`src/rtl/alu_multicycle.sv`:
```
// EX-stage ALU: registered single-cycle logic/arith ops plus iterative unsigned
// multiply/divide into HI/LO, with a start/busy/done handshake.
module alu_multicycle #(
    parameter int WIDTH = 32
) (
    input  logic             clk,
    input  logic             reset,
    input  logic             start,
    input  logic [5:0]       Signal,
    input  logic [WIDTH-1:0] dataA,
    input  logic [WIDTH-1:0] dataB,
    output logic [WIDTH-1:0] dataOut,
    output logic             done,
    output logic             busy,
    output logic [WIDTH-1:0] hi,
    output logic [WIDTH-1:0] lo
);

    localparam int CW = $clog2(WIDTH);
    localparam logic [CW-1:0] CNT_LAST = CW'(WIDTH - 1);

    localparam logic [5:0] F_AND   = 6'b100100;
    localparam logic [5:0] F_OR    = 6'b100101;
    localparam logic [5:0] F_ADD   = 6'b100000;
    localparam logic [5:0] F_SUB   = 6'b100010;
    localparam logic [5:0] F_SLT   = 6'b101010;
    localparam logic [5:0] F_MULTU = 6'b011001;
    localparam logic [5:0] F_DIVU  = 6'b011011;
    localparam logic [5:0] F_MFHI  = 6'b010000;
    localparam logic [5:0] F_MFLO  = 6'b010010;

    typedef enum logic [1:0] {
        S_IDLE = 2'd0,
        S_MUL  = 2'd1,
        S_DIV  = 2'd2
    } state_t;

    state_t           state_r, state_nxt_s;
    logic [WIDTH-1:0] dout_r, dout_nxt_s;
    logic [WIDTH-1:0] hi_r, hi_nxt_s;
    logic [WIDTH-1:0] lo_r, lo_nxt_s;
    logic             done_r, done_nxt_s;
    logic             busy_r, busy_nxt_s;
    logic [WIDTH-1:0] work_hi_r, work_hi_nxt_s;
    logic [WIDTH-1:0] work_lo_r, work_lo_nxt_s;
    logic [WIDTH-1:0] opnd_r, opnd_nxt_s;
    logic [CW-1:0]    cnt_r, cnt_nxt_s;

    logic             accept_s;
    logic             last_s;
    logic [WIDTH-1:0] single_res_s;
    logic [WIDTH:0]   mul_sum_s;
    logic [WIDTH-1:0] mul_hi_s, mul_lo_s;
    logic [WIDTH:0]   div_shift_s, div_diff_s;
    logic [WIDTH-1:0] div_hi_s, div_lo_s;

    assign accept_s = start && (state_r == S_IDLE);
    assign last_s   = (cnt_r == CNT_LAST);

    // Multiply step: conditionally add multiplicand to the upper half, then shift the pair right.
    assign mul_sum_s = {1'b0, work_hi_r} + (work_lo_r[0] ? {1'b0, opnd_r} : {(WIDTH+1){1'b0}});
    assign mul_hi_s  = mul_sum_s[WIDTH:1];
    assign mul_lo_s  = {mul_sum_s[0], work_lo_r[WIDTH-1:1]};

    // Divide step: remainder:dividend shift left, trial subtract, restore when it borrows.
    assign div_shift_s = {work_hi_r, work_lo_r[WIDTH-1]};
    assign div_diff_s  = div_shift_s - {1'b0, opnd_r};
    assign div_hi_s    = div_diff_s[WIDTH] ? div_shift_s[WIDTH-1:0] : div_diff_s[WIDTH-1:0];
    assign div_lo_s    = {work_lo_r[WIDTH-2:0], ~div_diff_s[WIDTH]};

    // Single-cycle result selection from the current funct code and operands.
    always_comb begin
        single_res_s = {WIDTH{1'b0}};
        case (Signal)
            F_AND:   single_res_s = dataA & dataB;
            F_OR:    single_res_s = dataA | dataB;
            F_ADD:   single_res_s = dataA + dataB;
            F_SUB:   single_res_s = dataA - dataB;
            F_SLT:   single_res_s = {{(WIDTH-1){1'b0}}, ($signed(dataA) < $signed(dataB))};
            F_MFHI:  single_res_s = hi_r;
            F_MFLO:  single_res_s = lo_r;
            default: single_res_s = {WIDTH{1'b0}};
        endcase
    end

    // State register.
    always_ff @(posedge clk or posedge reset) begin
        if (reset) begin
            state_r <= S_IDLE;
        end else begin
            state_r <= state_nxt_s;
        end
    end

    // Next-state logic; a zero divisor completes in IDLE without iterating.
    always_comb begin
        state_nxt_s = state_r;
        case (state_r)
            S_IDLE: begin
                if (accept_s && (Signal == F_MULTU)) begin
                    state_nxt_s = S_MUL;
                end else if (accept_s && (Signal == F_DIVU) && (dataB != {WIDTH{1'b0}})) begin
                    state_nxt_s = S_DIV;
                end else begin
                    state_nxt_s = S_IDLE;
                end
            end
            S_MUL:   state_nxt_s = last_s ? S_IDLE : S_MUL;
            S_DIV:   state_nxt_s = last_s ? S_IDLE : S_DIV;
            default: state_nxt_s = S_IDLE;
        endcase
    end

    // Output/datapath logic; HI/LO are only written on completion, never mid-iteration.
    always_comb begin
        dout_nxt_s    = dout_r;
        hi_nxt_s      = hi_r;
        lo_nxt_s      = lo_r;
        done_nxt_s    = 1'b0;
        work_hi_nxt_s = work_hi_r;
        work_lo_nxt_s = work_lo_r;
        opnd_nxt_s    = opnd_r;
        cnt_nxt_s     = cnt_r;
        case (state_r)
            S_IDLE: begin
                if (accept_s) begin
                    if (Signal == F_MULTU) begin
                        work_hi_nxt_s = {WIDTH{1'b0}};
                        work_lo_nxt_s = dataB;
                        opnd_nxt_s    = dataA;
                        cnt_nxt_s     = {CW{1'b0}};
                    end else if (Signal == F_DIVU) begin
                        if (dataB == {WIDTH{1'b0}}) begin
                            lo_nxt_s   = {WIDTH{1'b1}};
                            hi_nxt_s   = dataA;
                            dout_nxt_s = {WIDTH{1'b1}};
                            done_nxt_s = 1'b1;
                        end else begin
                            work_hi_nxt_s = {WIDTH{1'b0}};
                            work_lo_nxt_s = dataA;
                            opnd_nxt_s    = dataB;
                            cnt_nxt_s     = {CW{1'b0}};
                        end
                    end else begin
                        dout_nxt_s = single_res_s;
                        done_nxt_s = 1'b1;
                    end
                end else begin
                    done_nxt_s = 1'b0;
                end
            end
            S_MUL: begin
                work_hi_nxt_s = mul_hi_s;
                work_lo_nxt_s = mul_lo_s;
                cnt_nxt_s     = cnt_r + CW'(1);
                if (last_s) begin
                    hi_nxt_s   = mul_hi_s;
                    lo_nxt_s   = mul_lo_s;
                    dout_nxt_s = mul_lo_s;
                    done_nxt_s = 1'b1;
                end else begin
                    done_nxt_s = 1'b0;
                end
            end
            S_DIV: begin
                work_hi_nxt_s = div_hi_s;
                work_lo_nxt_s = div_lo_s;
                cnt_nxt_s     = cnt_r + CW'(1);
                if (last_s) begin
                    hi_nxt_s   = div_hi_s;
                    lo_nxt_s   = div_lo_s;
                    dout_nxt_s = div_lo_s;
                    done_nxt_s = 1'b1;
                end else begin
                    done_nxt_s = 1'b0;
                end
            end
            default: begin
                done_nxt_s = 1'b0;
            end
        endcase
        busy_nxt_s = (state_nxt_s != S_IDLE);
    end

    // Datapath and handshake registers.
    always_ff @(posedge clk or posedge reset) begin
        if (reset) begin
            dout_r    <= {WIDTH{1'b0}};
            hi_r      <= {WIDTH{1'b0}};
            lo_r      <= {WIDTH{1'b0}};
            done_r    <= 1'b0;
            busy_r    <= 1'b0;
            work_hi_r <= {WIDTH{1'b0}};
            work_lo_r <= {WIDTH{1'b0}};
            opnd_r    <= {WIDTH{1'b0}};
            cnt_r     <= {CW{1'b0}};
        end else begin
            dout_r    <= dout_nxt_s;
            hi_r      <= hi_nxt_s;
            lo_r      <= lo_nxt_s;
            done_r    <= done_nxt_s;
            busy_r    <= busy_nxt_s;
            work_hi_r <= work_hi_nxt_s;
            work_lo_r <= work_lo_nxt_s;
            opnd_r    <= opnd_nxt_s;
            cnt_r     <= cnt_nxt_s;
        end
    end

    assign dataOut = dout_r;
    assign done    = done_r;
    assign busy    = busy_r;
    assign hi      = hi_r;
    assign lo      = lo_r;

endmodule

```
`config.mk`:
```
export PLATFORM = sky130hd
export DESIGN_NAME = alu_multicycle
export DESIGN_NICKNAME = d
export VERILOG_FILES = /design/src/rtl/alu_multicycle.sv
export SDC_FILE = /design/constraint.sdc
export NUM_CORES = 1
export LEC_CHECK = 0
export ABC_CLOCK_PERIOD_IN_PS = 7500
export BUFFER_PORTS_ARGS = -buffer_cell sky130_fd_sc_hd__buf_4
export CAP_MARGIN = 20
export CELL_PAD_IN_SITES_DETAIL_PLACEMENT = 0
export CELL_PAD_IN_SITES_GLOBAL_PLACEMENT = 1
export CORE_MARGIN = 10
export CORE_UTILIZATION = 46
export DETAILED_ROUTE_END_ITERATION = 7
export PLACE_DENSITY = 0.93
export RECOVER_POWER = 25
export SYNTH_ARGS = -nofsm -noshare
export SYNTH_HDL_FRONTEND = slang
export SYNTH_SLANG_ARGS = --single-unit
```
`constraint.sdc`:
```
create_clock -name clk -period 7.5 [get_ports clk]
set_clock_uncertainty 0.15 [all_clocks]
set_input_delay 0.75 -clock clk [delete_from_list [all_inputs] [get_ports clk]]
set_output_delay 0.75 -clock clk [all_outputs]
set_load 0.1 [all_outputs]
```
==> results of run 1 <==
per-stage QoR:
stage                     setup WS [ns]  cell area, um2  utilization [%]
after detailed placement           3.00           20000             50.6
after CTS                          3.16           20900             52.6
after floorplan                    1.12           18400                -
after global routing               1.51           20900             52.7
after global placement             2.98           20000             50.6
final                              2.37           20900             52.7
flip-flops by register name, indices dropped and copies added, names as in the netlist:
register	flops
lo	32
hi	32
dataOut	32
done	1
cnt_r	5
state_r	2
busy	1
opnd_r	32
work_lo_r	32
work_hi_r	32
metal layers:
layer	share of wire (%)	routed length (um)	vias up	GRT usage (%)
met5	0.017	13	-	0
met4	3.1	2360	2	10.1
met3	11	8200	167	6.79
met2	44	33200	1107	46.2
met1	42	31500	9190	41.6
li1	-	-	8543	-
logic make-up (layout without fill, tap and decap cells):
family | after synthesis | count (layout)
buffers and inverters | 297 | 399
other | 0 | 2
AND/OR/NAND/NOR | 660 | 660
XOR/XNOR | 82 | 82
multiplexers | 90 | 90
flip-flops | 201 | 201
adder cells (fa/ha/maj) | 175 | 175
AO/OA/AOI/OAI | 804 | 804
cell usage in the layout (no fill, tap or decap), drive strengths merged, types with 15 or more instances in the layout:
cell type,count
mux2i,34
o22ai,21
clkbuf,36
nand2b,15
ha,171
xor2,21
nor3,66
dfrtp,201
a21o,51
o31ai,23
o21bai,26
nor2,135
a21oi,189
and2,34
nand2,292
inv,158
nor4,22
nand3,33
o21ai,185
a211oi,34
and3,16
mux2,56
a22oi,25
a221oi,44
a31oi,81
o21a,16
buf,192
xnor2,61
worst max-delay path by stage:
stage | startpoint | to | slack, ns | depth (start not counted)
5_1_grt | reset | lo[24]$_DFFE_PP0P_ | 1.51 | 2
3_5_place_dp | Signal[2] | hi[20]$_DFFE_PP0P_ | 3.00 | 8
4_1_cts | work_lo_r[0]$_DFFE_PP0P_ | work_hi_r[30]$_DFFE_PP0P_ | 3.16 | 12
2_1_floorplan | reset | busy$_DFF_PP0_ | 1.12 | 1
3_3_place_gp | Signal[2] | hi[21]$_DFFE_PP0P_ | 2.98 | 8
6_report | reset | work_lo_r[23]$_DFFE_PP0P_ | 2.37 | 2
power breakdown:
part           internal [mW]  switching, mW
sequential              1.50          0.575
combinational           1.41           3.78
clock                  0.719          0.512
layout make-up:
cell class | count | area, um2 | area share, %
diodes | 2 | 5.00 | 0.0240
inverters | 160 | 601 | 2.87
flip-flops and latches | 201 | 5030 | 24.1
clock buffers | 34 | 699 | 3.35
multi-input cells | 1811 | 12300 | 58.9
repair buffers | 194 | 1480 | 7.08
well taps | 525 | 657 | 3.14
clock inverters | 11 | 110 | 0.527
==> summary.md, run 1 <==
| Metric | Value |
|---|---|
| Status | `finished with violations` |
| Failing checks | `max-capacitance violations, max-slew violations` |
| Peak supply drop | `~0.44 mV` |
| Main flop type after synthesis | `dfrtp_1` |
| Distinct cells, synth | `89` |
| Reg2reg path depth | `12` |
| Max Slew Vio Count | `between 100 and 150` |
| Top post-synthesis cells by area | `dfrtp_1 (27%), ha_1 (12%), nand2_1 (5.9%)` |
| Port Buf Inserts | `170` |
| Max Freq | `0.195 GHz` |
| Die area | `roughly 0.048 mm2` |
| Tot Pwr | `approximately 8.5 mW` |
| Worst hold path class | `reg -> reg` |
| Mean area per synthesized cell | `around 8 um2` |
| R2R setup slack | `roughly 3.1 ns` |
| Hold Crit Depth | `2` |
| Max incr delay on CP | `approximately 3.5 ns` |
| CP Buf/Inv Count | `2` |
| Max clock buf depth | `3` |
| # setup viols final | `0` |
| Gr usage total | `a little over 30%` |
| Count leader, synth | `nand2_1` |
| Core area | `0.0396 mm2` |
| CP endpoint kind | `asynchronous set/reset pin` |
| Clock root buffer | `clkbuf_16` |
| Worst Hold End | `cnt_r[4]$_DFFE_PP0P_` |
| CTS sink cnt | `between 200 and 250` |
| CTS tree | `built` |
| Slew Limit Headroom | `-236%` |
| Routability Congestion | `roughly 1.1` |
| Chip width | `between 200 and 250 um` |
| Post-synth EDFFs | `0` |
| Vias in the first global route | `about 19,000` |
| Site row count | `between 70 and 80` |
| Drt first pass iters | `6` |
| Crit-path slowest cell | `inv_1` |
| Total Wirelength | `approximately 75,000 um` |
| Async set or reset register ratio after synthesis | `100%` |
| Max FO, Critical Path | `roughly 130` |
| Top delay family on crit path | `buffers and inverters` |
| Simple logic cell fraction of the synthesized area | `approximately 16%` |
| Gr ovfl total | `0` |
| Share of cells above drive strength 1 | `13.8%` |
| Placed cell count | `2,889` |
| Clk_lat worst skew | `around 0.56 ns` |
| Synth top area share | `between 20% and 30%` |
| Hold-fix buffers, CTS | `0` |
| #FFs+latches synth | `around 200` |
| Via count | `between 15,000 and 20,000` |
| Post-route DRC | `0` |
| Pwr Density | `just over 400 mW/mm2` |
| DIE HEIGHT | `~220 um` |
| Cell taking the most area after synthesis | `dfrtp_1` |
| Post-synthesis mux area share | `approximately 5.6%` |
| Fin cells | `2,938` |
| Nets | `2,641` |
| Worst hold slack | `around 0.33 ns` |
| Setup repair bufs after CTS | `0` |
| Worst r2r src | `work_lo_r[0]$_DFFE_PP0P_` |
| Synth Warn # | `0` |
| Worst r2r dst | `work_hi_r[30]$_DFFE_PP0P_` |
| Fin crit share | `between 60% and 70%` |
| Final hold viol count | `0` |
| HPWL Detailed | `about 55,000 um` |
| Crit start category | `primary input` |
| Compound-Gate Fraction of Synth Area | `28.7%` |
| Cts bufs inserted | `25` |
| First-pass GRT wire length | `~110,000 um` |
| Mapped Area | `0.0184 mm2` |
| Critical Path, Cell by Cell | `clkbuf_4 > inv_1` |
| Final Critical Period | `5.13 ns` |
| Pleak | `around 9.8 nW` |
| H-tree Lvls | `1` |
| Synth Area in Adders | `12.0%` |
| Clock slew at reported path FFs | `0.06 ns` |
| Initial DRC Count | `~2,100` |
| Max-cap violation count | `1` |
| Routed len/inst | `approximately 26 um` |
| Worst-margin pin slew | `5.03 ns` |
| Maximum number of pins on one net before global-route repair | `126` |
| WP data required | `6.81 ns` |
| CP arrival | `roughly 4.4 ns` |
| Routed Antenna Nets | `0` |
| Setup TNS | `0 ns` |
| Synth Area in XOR/XNOR | `between 3 and 4%` |
| Starting Density | `46.5%` |
| Synth top cells by count | `nand2_1 (291), dfrtp_1 (201), a21oi_1 (189), ha_1 (171), o21ai_0 (157)` |
| Vias per cell | `around 6.5` |
| Antenna violations before repair | `4` |
| Min-delay src | `cnt_r[4]$_DFFE_PP0P_` |
| Ports | `~170` |
| Syn Inst Count | `~2,300` |
| Syn nets | `between 2,000 and 3,000` |
| Largest family of logic cells by synthesized area | `compound AO/OA/AOI/OAI gates` |
| Share of the yosys chip area belonging to registers | `between 20% and 30%` |
| Fill count | `between 3,000 and 4,000` |
| Critical path class | `in -> async` |
| Post-cts sizing count | `0` |
| Area growth syn-to-layout | `13.4%` |
| RSZ-0062 raised after global routing | `no` |
(Power assumes the default switching activity.)
==> inputs of run 2 (changes only) <==
--- a/config.mk
+++ b/config.mk
@@ -5,7 +5,7 @@
 export SDC_FILE = /design/constraint.sdc
 export NUM_CORES = 1
 export LEC_CHECK = 0
-export ABC_CLOCK_PERIOD_IN_PS = 7500
+export ABC_CLOCK_PERIOD_IN_PS = 5200
 export BUFFER_PORTS_ARGS = -buffer_cell sky130_fd_sc_hd__buf_4
 export CAP_MARGIN = 20
 export CELL_PAD_IN_SITES_DETAIL_PLACEMENT = 0
==> constraint.sdc (replaced) <==
create_clock -name clk -period 5.2 [get_ports clk]
set_clock_uncertainty 0.15 [all_clocks]
set_input_delay 0.52 -clock clk [delete_from_list [all_inputs] [get_ports clk]]
set_output_delay 0.52 -clock clk [all_outputs]
set_load 0.1 [all_outputs]
==> summary.md, run 2 (synthesis gave the netlist of run 1 again) <==
| Metric | Value |
|---|---|
| Final hold viol count | `0` |
| Ports | `171` |
| Post-route DRC | `0` |
| Share of cells above drive strength 1 | `a little over a tenth` |
| Clock root buffer | `clkbuf_16` |
| WP data required | `between 5 and 6 ns` |
| Core area | `~0.040 mm2` |
| CTS tree | `built` |
| Worst r2r src | `work_lo_r[31]$_DFFE_PP0P_` |
| Failing checks | `max-capacitance violations, max-slew violations` |
| Commonest non-fill, non-tap cell in the layout | `nand2_1` |
| Vias per cell | `approximately 6.4` |
| CTS sink cnt | `about 200` |
| Cts bufs inserted | `24` |
| Peak supply drop | `0.598 mV` |
| Max FO, Critical Path | `12` |
| HPWL Detailed | `~56,000 um` |
| Min-delay src | `dataA[4]` |
| Clock slew at reported path FFs | `about 0.070 ns` |
| DIE HEIGHT | `220 um` |
| Pleak | `9.62 nW` |
| Status | `finished with violations` |
| Via count | `around 19,000` |
| Initial DRC Count | `roughly 2,000` |
| # setup viols final | `0` |
| H-tree Lvls | `1` |
| Clk_lat worst skew | `0.55 ns` |
| Gr usage total | `30.0%` |
| Antenna violations before repair | `1` |
| Area growth syn-to-layout | `12.6%` |
| Max clock buf depth | `3` |
| Post-cts sizing count | `0` |
| Chip width | `roughly 220 um` |
| Routed len/inst | `25.4 um` |
| Drt first pass iters | `6` |
| Fin cells | `between 2,000 and 3,000` |
| Port Buf Inserts | `between 150 and 200` |
| Critical path class | `reg -> reg` |
| Pwr Density | `between 500 and 600 mW/mm2` |
| CP arrival | `between 4 and 5 ns` |
| Most frequent cells in the layout | `nand2_1 (291), dfrtp_1 (201), a21oi_1 (186)` |
| Final Critical Period | `4.16 ns` |
| Placed cell count | `between 2,000 and 3,000` |
| Maximum number of pins on one net before global-route repair | `around 120` |
| Starting Density | `a little under half` |
| Max Freq | `~0.24 GHz` |
| Dpl ws | `roughly 1.1 ns` |
| Total Wirelength | `approximately 75,000 um` |
| # diodes | `0` |
| Worst-margin pin slew | `1.61 ns` |
| Max-cap violation count | `1` |
| Vias in the first global route | `between 15,000 and 20,000` |
| Die area | `about 0.048 mm2` |
| Gr ovfl total | `0` |
| Fin crit share | `around 80%` |
| Crit start category | `register` |
| Nets | `around 2,700` |
| Fill count | `between 3,000 and 4,000` |
| Fin worst setup slack | `about 1.0 ns` |
| CP startpoint | `work_lo_r[31]$_DFFE_PP0P_` |
| Worst hold slack | `between 0.1 and 0.15 ns` |
| Routed Antenna Nets | `0` |
| Site row count | `73` |
| Setup TNS | `0 ns` |
| Worst hold path class | `in -> reg` |
| CP endpoint kind | `register` |
| Slew Limit Headroom | `-8.18%` |
| Routability Congestion | `approximately 0.98` |
| Max Slew Vio Count | `34` |
| RSZ-0062 raised after global routing | `no` |
| First-pass GRT wire length | `113,000 um` |
## run 2: changes by cell type in the layout (fill, tap and decap cells not counted), sizes merged
cell,previous run,this run
clkbuf,36,121
buf,192,122
clkinv,9,5
diode,2,0
bufinv,2,3
clkinvlp,2,1
dlygate4sd3,0,1
inv,158,157
## run 2: area by class of cell
| type | instances | area (um2) | area share, % |
|---|---|---|---|
| repair buffers | 207 | 1300 | 6.28 |
| inverters | 160 | 602 | 2.90 |
| clock inverters | 6 | 105 | 0.507 |
| flip-flops and latches | 201 | 5030 | 24.2 |
| multi-input cells | 1811 | 12300 | 59.3 |
| clock buffers | 37 | 741 | 3.57 |
| well taps | 525 | 657 | 3.17 |
## run 2: path summary, 6_finish.rpt
check                                      endpoint  slack [ns]  cells after the start
max in group asynchronous   dataOut[24]$_DFFE_PP0P_        2.78                      4
hold reg to reg              dataOut[6]$_DFFE_PP0P_        0.34                      2
setup reg to reg                 hi[15]$_DFFE_PP0P_        1.04                     15
min in group asynchronous  work_lo_r[4]$_DFFE_PP0P_        0.77                      3
hold / removal                opnd_r[4]$_DFFE_PP0P_        0.12                      3
setup / recovery                 hi[15]$_DFFE_PP0P_        1.04                     15
## run 2: routing by layer
metal | global-route usage [%] | routed length, um
met4 | 11.1 | 2950
met2 | 44.4 | 31900
met5 | 0 | 12
met1 | 41.5 | 32600
met3 | 7.32 | 7300
## run 2: worst max-delay path, cell delays in order, from the launching register on
cell	delay, ns
dfrtp_1	0.39
inv_1	0.08
ha_1	0.16
inv_1	0.05
fa_1	0.40
a21o_1	0.24
a221oi_2	0.32
o21ai_2	0.14
a31o_1	0.27
a2111oi_4	0.31
nor3b_2	0.12
xor2_4	0.35
buf_4	0.33
mux2_1	0.35
a22oi_1	0.20
o21ai_0	0.14
## run 2: timing repair
item / 4_1_cts / 5_1_grt
hold buffers: 1 / 0
buffers inserted: 0 / 0
hold endpoints to repair: 32 / 0
## run 2: power by group
part           switching (mW)  internal, mW  leakage (nW)
Clock                   0.722          1.12         0.418
Sequential              0.773          2.17          2.52
Combinational            5.45          1.84          6.68
## run 2: per-stage QoR
| step | util, % | total power, mW | instance area (um2) |
|---|---|---|---|
| 6_report | 52.3 | 12.1 | 20700 |
| 5_1_grt | 52.3 | 12.6 | 20700 |
| 4_1_cts | 53.1 | 12.2 | 21100 |
| 3_5_place_dp | 51.0 | 10.3 | 20200 |
| 3_3_place_gp | 50.9 | 10.3 | 20200 |
| 2_1_floorplan | - | 8.13 | 18400 |
